`src/rtl/mul8_pipeline.sv`:
```
// Four-stage pipelined 8x8 unsigned multiplier returning the low 8 bits of the product.
// Data registers load only on their incoming valid bit; the valid bit shifts every cycle.
module mul8_pipeline (
    input  logic       clk,
    input  logic       rst_n,
    input  logic       valid_i,
    input  logic [7:0] a_i,
    input  logic [7:0] b_i,
    output logic [7:0] p_o,
    output logic       valid_o
);

    logic [7:0] s1_a;
    logic [7:0] s1_b;
    logic       s1_v;
    logic [7:0] s2_sum [4];
    logic       s2_v;
    logic [7:0] s3_sum [2];
    logic       s3_v;
    logic [7:0] pp     [8];

    // Partial products are truncated to 8 bits, so bits shifted past bit 7 vanish here.
    always_comb begin
        for (int k = 0; k < 8; k++) begin
            pp[k] = 8'(s1_a << k) & {8{s1_b[k]}};
        end
    end

    always_ff @(posedge clk or negedge rst_n) begin
        if (!rst_n) begin
            s1_a    <= 8'h00;
            s1_b    <= 8'h00;
            s1_v    <= 1'b0;
            s2_v    <= 1'b0;
            s3_v    <= 1'b0;
            p_o     <= 8'h00;
            valid_o <= 1'b0;
            for (int i = 0; i < 4; i++) s2_sum[i] <= 8'h00;
            for (int i = 0; i < 2; i++) s3_sum[i] <= 8'h00;
        end else begin
            s1_v    <= valid_i;
            s2_v    <= s1_v;
            s3_v    <= s2_v;
            valid_o <= s3_v;
            if (valid_i) begin
                s1_a <= a_i;
                s1_b <= b_i;
            end
            if (s1_v) begin
                for (int i = 0; i < 4; i++) s2_sum[i] <= pp[2*i] + pp[2*i+1];
            end
            if (s2_v) begin
                s3_sum[0] <= s2_sum[0] + s2_sum[1];
                s3_sum[1] <= s2_sum[2] + s2_sum[3];
            end
            if (s3_v) begin
                p_o <= s3_sum[0] + s3_sum[1];
            end
        end
    end

endmodule

```
`config.mk`:
```
export PLATFORM = sky130hd
export DESIGN_NAME = mul8_pipeline
export DESIGN_NICKNAME = d
export VERILOG_FILES = /design/src/rtl/mul8_pipeline.sv
export SDC_FILE = /design/constraint.sdc
export NUM_CORES = 1
export LEC_CHECK = 0
export ABC_AREA = 1
export BUFFER_PORTS_ARGS = -buffer_cell sky130_fd_sc_hd__buf_4
export CORE_UTILIZATION = 54
export DETAILED_ROUTE_END_ITERATION = 16
export GPL_ROUTABILITY_DRIVEN = 0
export MAX_ROUTING_LAYER = met4
export PLACE_DENSITY_LB_ADDON = 0.08
export SLEW_MARGIN = 0
export SYNTH_ARGS = -nofsm -noshare
export SYNTH_HDL_FRONTEND = slang
export SYNTH_SLANG_ARGS = --single-unit
```
`constraint.sdc`:
```
create_clock -name clk -period 1.6 [get_ports clk]
set_input_delay 0.32 -clock clk [delete_from_list [all_inputs] [get_ports clk]]
set_output_delay 0.32 -clock clk [all_outputs]
set_load 0.02 [all_outputs]
```
# Yosys cells after proc, flatten, opt, wreduce, memory -nomap -nowiden
# Index checks and enable logic that the tools add are counted.
op_classes:
  bitwise: 8
  n_addsub: 7
ops:
  columns: ["operator", "n"]
  rows:
  - ["$and 8x8->8", 8]
  - ["$add 8x8->8", 7]
word_totals:
  out_inout_bits: 9
  register_bits: 76
  input_bits: 19

# Depth between registers and ports, before layout
logic_depth:
  ltp_word: 2
  depth_mapped: 14
  depth_no_buf: 13

# Least setup slack after synthesis
# No wires, ideal clock.
synth_timing:
  path_type: "reg2reg"
  startpoint: "reg s1_a[1]"
  endpoint: "reg s2_sum[31] (netlist bit)"
  t_required_ns: 1.483
  setup_time_ns: 0.117
  stages_incl_launch_ff: 15
  period_less_slack_ns: 1.680
  t_arrival_ns: 1.563
  setup_slack_ns: -0.080
  cell_sequence: "dfrtp_1 -> clkbuf_2 -> nand2_1 -> inv_1 -> ha_1 -> inv_1 -> fa_1 -> inv_1 -> nand2_1 -> nand2_1 -> nand3_2 -> nand2_1 -> nand2_1 -> nand3_1 -> nand2_1"
synth_between:
  elab_chain_len: 2
  word_cells_on_any_way: 3
  cone_classes: "1 x add/sub; 2 x bitwise"
synth_lines:
  columns: ["element", "line", "text"]
  rows:
  - ["from (decl)", "13", "logic [7:0] s1_a;"]
  - ["from (signal assigned)", "46", "s1_a <= a_i;"]
  - ["$and 8x8->8", "25", "pp[k] = 8'(s1_a << k) & {8{s1_b[k]}};"]
  - ["$add 8x8->8 *", "50", "for (int i = 0; i < 4; i++) s2_sum[i] <= pp[2*i] + pp[2*i+1];"]
  - ["to (decl)", "16", "logic [7:0] s2_sum [4];"]
# Mark *: on every way between the ends. The rest lies on a longest branch, timed or not.
# A chain may end at the register's enable or synchronous reset.

# Worst setup path in the final report
# Same ends and word-level chain as after synthesis.

==> flow_summary.yaml <==
outcome:
  status: "finished with violations"
  violations: "negative setup slack"
timing:
  worst_slew_pin_slew_ps: 399
  drv_slew: 0
  worst_hold_slack_ps: 182
  fin_crit_sh_pct: 109
  setup_violations: 5
  slew_headroom_pct: 73.4
  setup_slack_ps: -139
  finalHoldViolCount: 0
  rsz0062_at_grt: "yes"
  fmax_mhz: 575
  finClkSkew_ps: 3.90
  period_minus_slack_ps: 1740
clocking:
  clkTransAtPathRegs_ps: 70
  clk_latency_ps: 340
  cts_num_sinks: 60
  root_buffer: "clkbuf_8"
  clockBufferDepth: 2
  cts_tree: "built"
  cts_buffers: 9
  htree_levels: 3
routing:
  via_per_inst: 4.85
  drc: 0
  firstDrtPassIters: 4
  num_vias: 2524
  drt_first_iter_violations: 127
  detail-route-antenna-nets: 0
  drt-total-wl_mm: 6.33
  wl_per_cell_um: 12.2
setup_path:
  required_ps: 1840
  crit_slowest_cell: "dfrtp_2"
  critPathLaunchType: "flip-flop"
  end_kind: "flip-flop"
  crit_path_max_fanout: 6
  cp_cell_sequence: "nand2_2 -> inv_1 -> ha_2 -> inv_2 -> fa_2 -> inv_2 -> nand2_2 -> nand2_2 -> nand3_2 -> nand2_1 -> nand2_1 -> nand3_1 -> nand2_1"
  slowest_delay_ps: 430
  critPathKind: "reg2reg"
  cp.arrival_ps: 1980
cells_and_area:
  areaGrowthSynthToFinish_pct: 21.5
  finalNonFillerCells: 520
  finalNetCount: 487
  fillers: 447
  antenna_cells: 0
  fin_area_um2: 3940
  fin_util_pct: 69.9
  drive_gt1_share_pct: 25.4
placement:
  place_area_um2: 3630
  place_inst: 496
  port_buffers: 27
  hpwl_mm: 4.54
power:
  pwr-share-clk_pct: 26.4
  powerDensity_nw_per_um2: 1140
  power_frac_seq_pct: 44.5
  p_total_mw: 4.51
  combinationalPowerShare_pct: 29.1
  p_int_mw: 3.00
  ir_drop_mv: 0.708
  swShare_pct: 33.4
  leakage_nw: 2.21
  power_switching_mw: 1.51
synthesis:
  synth_seq_area_share_pct: 46.3
  synthFlopType: "dfrtp_1"
  avgSynthCellArea_um2: 8.32
  post-synth-top-count-cell: "nand2_1"
  syn-cell-area_um2: 3240
  synth.distinct_cells: 23
  ys_ff_latch: 60
  yosysTopAreaCell: "dfrtp_1"
  synthArstFlopShare_pct: 100
  synth_area_leaders: "dfrtp_1 (46%), nand2_1 (17%), ha_1 (7.7%)"
  synth_top_area_share_pct: 46.3
  synth_edf_count: 0
  synth_cells: 390
  yosys_warnings: 0
  syn_nets: 434
  synth_commonest_cells: "nand2_1 (147), dfrtp_1 (60), inv_1 (59)"
global_routing:
  grt_max_degree: 61
  first_global_vias: 2594
  antenna_found_initial: 0
  grt_pass1_wl_mm: 10.9
  gr-usage-all-layers_pct: 23.5
  globalRoute.totalOverflow: 0
floorplanning:
  core_area_um2: 5640
  start_util_pct: 57.5
  num_rows: 27
  io_pins: 28
  die_h_um: 79.5
  die_x_um: 79.5
  die-area_um2: 6320
run:
  cap_violations: 0
hold_path:
  hp-class: "in2reg"
==> layer usage <==
| layer | GRT usage, % | part of all wire [%] | routed length, um | vias up |
|---|---|---|---|---|
| met1 | 26.0 | 44 | 2780 | 1165 |
| met4 | 11.6 | 1.9 | 121 | 0 |
| met5 | - | 0 | 0 | - |
| met2 | 40.2 | 51 | 3230 | 41 |
| li1 | - | - | - | 1309 |
| met3 | 4.80 | 3.2 | 200 | 9 |
==> worst max-delay path: cells and delay by family (launching register included) <==
family | cells | cell delay (ps)
flops | 1 | 430
simple gates | 8 | 510
buf+inv | 3 | 160
fa+ha+maj | 2 | 530
==> power by group through the flow <==
stage | Sequential (mW) | Clock, mW | Combinational (mW)
after detailed placement | 2.03 | 0 | 1.24
final | 2.01 | 1.19 | 1.31
after CTS | 2.01 | 1.21 | 1.26
after global routing | 2.04 | 1.29 | 1.52
after global placement | 2.02 | 0 | 1.21
after floorplan | 2.07 | 0 | 0.778
==> layout by cell type, fill, tap and decap left out, drive strengths merged <==
cell and count:
a21oi 8, fa 5, or2 2, nand3 24, nor2 6, xnor2 4, dlygate4sd3 1, nand2 148
mux2 12, buf 52, clkinvlp 1, dfrtp 60, a21o 1, clkbuf 11, inv 60, xor2 4
o21ai 22, clkinv 4, ha 20, o22ai 2, nand4 1
==> state kept, by name, indices dropped and copies added, names as in the netlist <==
signal   count
valid_o      1
s1_v         1
s1_a         8
s1_b         8
s3_v         1
p_o          8
s3_sum      12
s2_v         1
s2_sum      20
==> layout make-up <==
type                       instances  area [um^2]  area share [%]
clock buffer                      11          141            3.59
clock inverter                     5         27.5           0.698
inverter                          60          225            5.71
multi-input combinational        259         1540            39.0
sequential                        60         1500            38.1
tap                               72         90.1            2.28
timing repair buffer              53          417            10.6
==> final timing paths <==
path | startpoint | to | slack [ps] | cells after the start
worst max-delay path | s1_a[1]$_DFFE_PN0P_ | s2_sum[31]$_DFFE_PN0P_ | -140 | 13
worst min-delay path | b_i[4] | s1_b[4]$_DFFE_PN0P_ | 180 | 3
worst max register to register | s1_a[1]$_DFFE_PN0P_ | s2_sum[31]$_DFFE_PN0P_ | -140 | 13
worst min register to register | s3_sum[8]$_DFFE_PN0P_ | p_o[0]$_DFFE_PN0P_ | 470 | 2
max in group asynchronous | rst_n | s1_a[1]$_DFFE_PN0P_ | 810 | 3
min in group asynchronous | rst_n | p_o[0]$_DFFE_PN0P_ | 490 | 3
==> kinds of logic after synthesis <==
family,count (synthesis),synth area share [%]
multiplexers,12,4.17
adder cells (fa/ha/maj),25,10.8
buffers and inverters,71,8.95
XOR/XNOR,8,2.16
flip-flops,60,46.3
AND/OR/NAND/NOR,181,22.4
AO/OA/AOI/OAI,33,5.25
==> metrics by stage <==
| stage | TNS (ps) | worst slack [ps] |
|---|---|---|
| after floorplan | 0 | 0.904 |
| after global placement | -30.5 | -30.5 |
| after detailed placement | -373 | -147 |
| after CTS | -282 | -134 |
| final | -329 | -139 |
| after global routing | -1030 | -230 |
==> repair_timing <==
item / 4_1_cts / 5_1_grt
endpoints found under the hold margin: 60 / 0
gates resized for setup: 10 / 18
setup buffers: 2 / 5
hold buffers: 1 / 0
endpoints found under the setup margin: 7 / 10
pin swaps: 0 / 8
No activity file was read; power rests on OpenSTA's default activity.
